$ cat src/rtl/uart_tx.sv
// Purpose : UART transmitter; start bit, 5-8 data bits LSB first, optional even parity, 1/1.5/2 stop bits.
// Latency : tx_o drives the start bit the cycle after an accepted start; each bit lasts OVERSAMPLE baud ticks.
// Backpres: tx_start_i is only sampled in IDLE; starts during a frame are dropped, not queued.
// Ports   : clk_i/rst_ni (sync active-low), baud_x16_tick_i, tx_en_i, tx_start_i,
//           tx_conf_i = {data[1:0], stop[1:0], parity_en}, tx_data_i;
//           tx_o (idle high), tx_busy_o (frame in progress), tx_done_o (1-cycle end-of-frame pulse).
module uart_tx #(
    parameter int MAX_UART_DATA_W = 8,
    parameter int STOP_CONF_W     = 2,
    parameter int DATA_CONF_W     = 2,
    parameter int TOTAL_CONF_W    = STOP_CONF_W + DATA_CONF_W + 1,
    parameter int OVERSAMPLE      = 16
) (
    input  logic                       clk_i,
    input  logic                       rst_ni,
    input  logic                       baud_x16_tick_i,
    input  logic                       tx_en_i,
    input  logic                       tx_start_i,
    input  logic [TOTAL_CONF_W-1:0]    tx_conf_i,
    input  logic [MAX_UART_DATA_W-1:0] tx_data_i,
    output logic                       tx_o,
    output logic                       tx_busy_o,
    output logic                       tx_done_o
);

    // Counter must reach 2*OVERSAMPLE-1 for two stop bits.
    localparam int TICK_W   = $clog2(2 * OVERSAMPLE);
    localparam int BIT_W    = $clog2(MAX_UART_DATA_W);
    // Smallest character width selectable by the data config field (5 for the default sizes).
    localparam int DATA_MIN = MAX_UART_DATA_W - (2 ** DATA_CONF_W) + 1;

    typedef enum logic [2:0] {
        S_IDLE,
        S_START,
        S_DATA,
        S_PARITY,
        S_STOP
    } state_e;

    state_e                      state_q, state_d;
    logic [TICK_W-1:0]           tick_cnt_q, tick_cnt_d;
    logic [BIT_W-1:0]            bit_cnt_q, bit_cnt_d;
    logic [MAX_UART_DATA_W-1:0]  shift_q, shift_d;
    logic [DATA_CONF_W-1:0]      data_len_q, data_len_d;
    logic [STOP_CONF_W-1:0]      stop_cfg_q, stop_cfg_d;
    logic                        par_en_q, par_en_d;
    logic                        par_q, par_d;
    logic                        tx_q, tx_d;
    logic                        busy_q, busy_d;
    logic                        done_q, done_d;

    logic [DATA_CONF_W-1:0]      conf_data;
    logic [STOP_CONF_W-1:0]      conf_stop;
    logic                        conf_par;
    logic [MAX_UART_DATA_W-1:0]  data_mask;
    logic [BIT_W-1:0]            last_bit_idx;
    logic [TICK_W-1:0]           stop_last;
    logic                        bit_end;

    assign conf_data = tx_conf_i[TOTAL_CONF_W-1 -: DATA_CONF_W];
    assign conf_stop = tx_conf_i[STOP_CONF_W:1];
    assign conf_par  = tx_conf_i[0];

    // Mask computed from the incoming config so unused upper data bits never
    // reach the shift register or the parity XOR.
    always_comb begin
        data_mask = '0;
        for (int i = 0; i < MAX_UART_DATA_W; i++) begin
            data_mask[i] = (i < DATA_MIN + int'(conf_data));
        end
    end

    assign last_bit_idx = BIT_W'(DATA_MIN - 1) + BIT_W'(data_len_q);
    assign bit_end      = baud_x16_tick_i && (tick_cnt_q == TICK_W'(OVERSAMPLE - 1));

    always_comb begin
        if (stop_cfg_q == '0) begin
            stop_last = TICK_W'(OVERSAMPLE - 1);
        end else if (stop_cfg_q == STOP_CONF_W'(1)) begin
            stop_last = TICK_W'(OVERSAMPLE + OVERSAMPLE / 2 - 1);
        end else begin
            stop_last = TICK_W'(2 * OVERSAMPLE - 1);
        end
    end

    always_comb begin
        state_d    = state_q;
        tick_cnt_d = tick_cnt_q;
        bit_cnt_d  = bit_cnt_q;
        shift_d    = shift_q;
        data_len_d = data_len_q;
        stop_cfg_d = stop_cfg_q;
        par_en_d   = par_en_q;
        par_d      = par_q;
        tx_d       = tx_q;
        busy_d     = busy_q;
        done_d     = 1'b0;

        // tx_d/busy_d describe the level of the cycle following a transition,
        // which keeps every output registered.
        case (state_q)
            S_IDLE: begin
                tx_d   = 1'b1;
                busy_d = 1'b0;
                if (tx_en_i && tx_start_i) begin
                    shift_d    = tx_data_i & data_mask;
                    par_d      = ^(tx_data_i & data_mask);
                    data_len_d = conf_data;
                    stop_cfg_d = conf_stop;
                    par_en_d   = conf_par;
                    tick_cnt_d = '0;
                    bit_cnt_d  = '0;
                    tx_d       = 1'b0;
                    busy_d     = 1'b1;
                    state_d    = S_START;
                end
            end
            S_START: begin
                if (baud_x16_tick_i) begin
                    if (bit_end) begin
                        tick_cnt_d = '0;
                        tx_d       = shift_q[0];
                        state_d    = S_DATA;
                    end else begin
                        tick_cnt_d = tick_cnt_q + 1'b1;
                    end
                end
            end
            S_DATA: begin
                if (baud_x16_tick_i) begin
                    if (bit_end) begin
                        tick_cnt_d = '0;
                        if (bit_cnt_q == last_bit_idx) begin
                            if (par_en_q) begin
                                tx_d    = par_q;
                                state_d = S_PARITY;
                            end else begin
                                tx_d    = 1'b1;
                                state_d = S_STOP;
                            end
                        end else begin
                            // shift_q[0] is the bit on the line; [1] is next.
                            bit_cnt_d = bit_cnt_q + 1'b1;
                            shift_d   = shift_q >> 1;
                            tx_d      = shift_q[1];
                        end
                    end else begin
                        tick_cnt_d = tick_cnt_q + 1'b1;
                    end
                end
            end
            S_PARITY: begin
                if (baud_x16_tick_i) begin
                    if (bit_end) begin
                        tick_cnt_d = '0;
                        tx_d       = 1'b1;
                        state_d    = S_STOP;
                    end else begin
                        tick_cnt_d = tick_cnt_q + 1'b1;
                    end
                end
            end
            S_STOP: begin
                if (baud_x16_tick_i) begin
                    if (tick_cnt_q == stop_last) begin
                        tick_cnt_d = '0;
                        tx_d       = 1'b1;
                        busy_d     = 1'b0;
                        done_d     = 1'b1;
                        state_d    = S_IDLE;
                    end else begin
                        tick_cnt_d = tick_cnt_q + 1'b1;
                    end
                end
            end
            default: begin
                tx_d    = 1'b1;
                busy_d  = 1'b0;
                state_d = S_IDLE;
            end
        endcase

        // Losing the enable abandons the frame outright; it wins over a
        // coincident end of frame, so no done pulse is produced.
        if (!tx_en_i && (state_q != S_IDLE)) begin
            state_d    = S_IDLE;
            tick_cnt_d = '0;
            bit_cnt_d  = '0;
            tx_d       = 1'b1;
            busy_d     = 1'b0;
            done_d     = 1'b0;
        end
    end

    always_ff @(posedge clk_i) begin
        if (!rst_ni) begin
            state_q    <= S_IDLE;
            tick_cnt_q <= '0;
            bit_cnt_q  <= '0;
            shift_q    <= '0;
            data_len_q <= '0;
            stop_cfg_q <= '0;
            par_en_q   <= 1'b0;
            par_q      <= 1'b0;
            tx_q       <= 1'b1;
            busy_q     <= 1'b0;
            done_q     <= 1'b0;
        end else begin
            state_q    <= state_d;
            tick_cnt_q <= tick_cnt_d;
            bit_cnt_q  <= bit_cnt_d;
            shift_q    <= shift_d;
            data_len_q <= data_len_d;
            stop_cfg_q <= stop_cfg_d;
            par_en_q   <= par_en_d;
            par_q      <= par_d;
            tx_q       <= tx_d;
            busy_q     <= busy_d;
            done_q     <= done_d;
        end
    end

    assign tx_o      = tx_q;
    assign tx_busy_o = busy_q;
    assign tx_done_o = done_q;

endmodule

$ cat config.mk
export PLATFORM = sky130hd
export DESIGN_NAME = uart_tx
export DESIGN_NICKNAME = d
export VERILOG_FILES = /design/src/rtl/uart_tx.sv
export SDC_FILE = /design/constraint.sdc
export NUM_CORES = 1
export LEC_CHECK = 0
export ABC_AREA = 0
export BUFFER_PORTS_ARGS = -buffer_cell sky130_fd_sc_hd__buf_2
export CORE_MARGIN = 2
export CORE_UTILIZATION = 43
export DETAILED_ROUTE_END_ITERATION = 7
export PLACE_DENSITY = 0.69
export SETUP_SLACK_MARGIN = 0.3
export SLEW_MARGIN = 20
export SYNTH_ARGS = -nofsm -noshare
export SYNTH_HDL_FRONTEND = slang
export SYNTH_SLANG_ARGS = --single-unit
$ cat constraint.sdc
create_clock -name clk_i -period 2.1 [get_ports clk_i]
set_input_delay 0.63 -clock clk_i [delete_from_list [all_inputs] [get_ports clk_i]]
set_output_delay 0.63 -clock clk_i [all_outputs]
set_load 0.02 [all_outputs]
==> out/results.txt <==
Outcome = finished, final reports clean
Maximum single-stage delay on the critical path = 0.39 ns
Tightest Hold Check Type = flop to flop
Required arrival time at the worst endpoint = 2.34 ns
Number of rows in the core area = 21
Setup slack after layout = 0.2557 ns
Post-synth EDFFs = 0
Insertion delay to the later sink of the worst-skew pair = 0.32 ns
Total Routing Usage GR = 17.81%
Ratio of routed vias to standard cells = 5.530
Worst-path cell with the longest stage delay = dfxtp_4
Avg Cell Area, Syn = 9.007 µm²
Endpoint arrival time on the critical path = 2.08 ns
Grt met2 use = 30.08%
Overall die height = 63.85 µm
Clock tree from TritonCTS = built
Antenna violations before repair = 0
Total via count in the routed design = 1388
Library cells used by synthesis = 49
Final HPWL DP = 2416 µm
Worst clock skew on the final layout = 0.004989 ns
Maximum number of pins on one net before global-route repair = 16
Final Hold Viols = 0
Largest cells by area after synthesis = dfxtp_1, mux2i_1, nor2_1
Kind of critical path = flop to flop
DR iter-0 viols = 118
Clock sink total = 28
Filler Cell Count = 303
Placed cell count = 236
Layout Cell Area excl Fill = 0.001903 mm²
Asr flop ratio synth = 0%
Endpoints failing setup = 0
Final critical path time including I/O delays and setup = 1.844 ns
Leading area contributor after synthesis = dfxtp_1
Post-Route Setup TNS = 0 ns
Count of input and output buffers = 20
Total DRC errors in the routed layout = 0
Level count of the clock H-tree = 1
Final weighted congestion in routability-driven placement = 0.8215
Max frequency = 0.5422 GHz
Share of the synthesized area in the top cell type = 36.39%
YS warnings = 0
Share of final-layout standard cells stronger than drive strength 1 = 32.68%
Final cell count without fillers = 251
Number of I/O pins = 21
Number of instances in the synthesized netlist = 171
Power density of the placed cells = 529.7 mW/mm²
Headroom to the max-slew limit = 62.80%
Pleak = 0.7598 nW
Wirelength per Cell = 13.86 µm
Max-slew violation count = 0
Total detailed-routing wirelength = 3478 µm
Worst hold margin = 0.4874 ns
Register area share after synthesis = 36.39%
Category of the worst setup path launch point = flop
Total standard cell area after synthesis = 0.001540 mm²
Gr ovfl total = 0
Cells along the critical path = ha_4 > and3_4 > ha_4 > and2_4 > nor3_4 > buf_6 > buf_6 > o21bai_1 > a21o_1
Clock tree root driver cell = clkbuf_4
Global routing met1 resource utilization = 22.89%
Max-cap violation count = 0
Total Nets Final = 227
Wire length of the first global-routing pass = 5899 µm
CTS Buf Count = 3
Die Area = 0.004077 mm²
Residual antenna-violating net count after detailed routing = 0
Diode insertion count for antenna repair = 0
Final clock period utilization by the worst path = 87.82%
Via count of the first global-routing pass = 1350
GRT met3 Usage = 2.817%
Actual transition at the worst max-transition pin = 0.5573 ns
Capturing element type of the critical path = flop
Overall power consumption = 1.008 mW
GRT Max-Usage Layer = met2
DR pass1 iterations = 4
Die boundary width = 63.85 µm
Growth of design area from synthesis to finish = 23.56%
Maximum vdd drop = 254.9 µV
Unrepaired setup endpoints after global routing = yes
Maximum fanout along the worst path = 5
Post-synth top flop = dfxtp_1
Total nets after synthesis = 192
Post-Place Worst Slack = 0.09288 ns
Initial standard-cell utilization of the core = 45.44%
Leading post-synthesis cells by instance count = dfxtp_1, nor2_1, mux2i_1, nand2_1
Buffers from clock root to sink, at most = 2
Core region area = 0.003390 mm²
Post-place instance area = 0.001695 mm²
Synthesis-stage register bit count = 28
Reg clk slew, reported paths = 0.15 ns
Count leader, synth = dfxtp_1
Final Core Density = 56.15%
[registers in the layout (all words and copies together), names as in the netlist]
signal,flops
shift_q,8
tick_cnt_q,5
bit_cnt_q,3
state_q,3
data_len_q,2
stop_cfg_q,2
par_en_q,1
par_q,1
tx_busy_o,1
tx_done_o,1
tx_o,1
[repair_timing]
item / 4_1_cts / 5_1_grt
resized for setup: 14 / 14
endpoints found under the setup margin: 15 / 17
gates cloned: 0 / 1
hold buffers: 0 / 0
setup buffers: 5 / 5
pin swaps: 10 / 14
[worst paths after layout]
kind                endpoint  cells after the start          start  slack [ns]
hold / removal    shift_q[7]                      2     shift_q[7]        0.49
hold reg to reg   shift_q[7]                      2     shift_q[7]        0.49
setup reg to reg        tx_o                      9  tick_cnt_q[0]        0.26
setup / recovery        tx_o                      9  tick_cnt_q[0]        0.26
[routing by layer]
layer  vias up  wire length [µm]
li1        694                 -
met1       656              1588
met2        34              1700
met3         4               150
met4         0                38
met5         -                 0
[placed cells by master, fill, tap and decap left out, types with 5 or more instances in the layout]
cell type	netlist	final
dfxtp_1	28	25
buf_2	2	20
a211oi_1	8	7
mux2i_1	12	12
xnor2_1	7	7
nand2_1	11	11
buf_6	3	6
nor2_1	25	22
buf_4	1	11
nor3_1	5	5
o21ai_0	6	5
a21oi_1	8	6
inv_1	5	5
[area by class of cell]
type	count	area, µm²	share of cell area (%)
clock buffers	4	36.28	1.907
repair buffers	37	250.2	13.15
multi-input cells	131	973.4	51.15
well taps	46	57.56	3.024
flip-flops and latches	28	566.8	29.78
inverters	5	18.77	0.9862
[power by group]
group          switching (mW)  internal, mW
Clock                   0.157         0.106
Sequential             0.0182         0.553
Combinational          0.0889        0.0855
[worst max-delay path, delay by kind of cell (launching register included)]
kind | cells | cell delay (ns)
AOI/OAI and AO/OA | 2 | 0.21
and+or+nand+nor | 3 | 0.62
buffers and inverters | 2 | 0.24
adders and majority gates | 2 | 0.32
DFF | 1 | 0.39
[logic make-up (layout without fill, tap and decap cells)]
logic type,after synthesis,after routing,synth area share [%]
and+or+nand+nor,64,64,22.26
AOI/OAI and AO/OA,42,42,20.63
DFF,28,28,36.39
muxes,12,12,7.799
buffers and inverters,12,46,4.793
xor gates and xnor gates,10,10,5.687
adders and majority gates,3,3,2.437
Note: power is estimated with default switching activity, not from simulation.
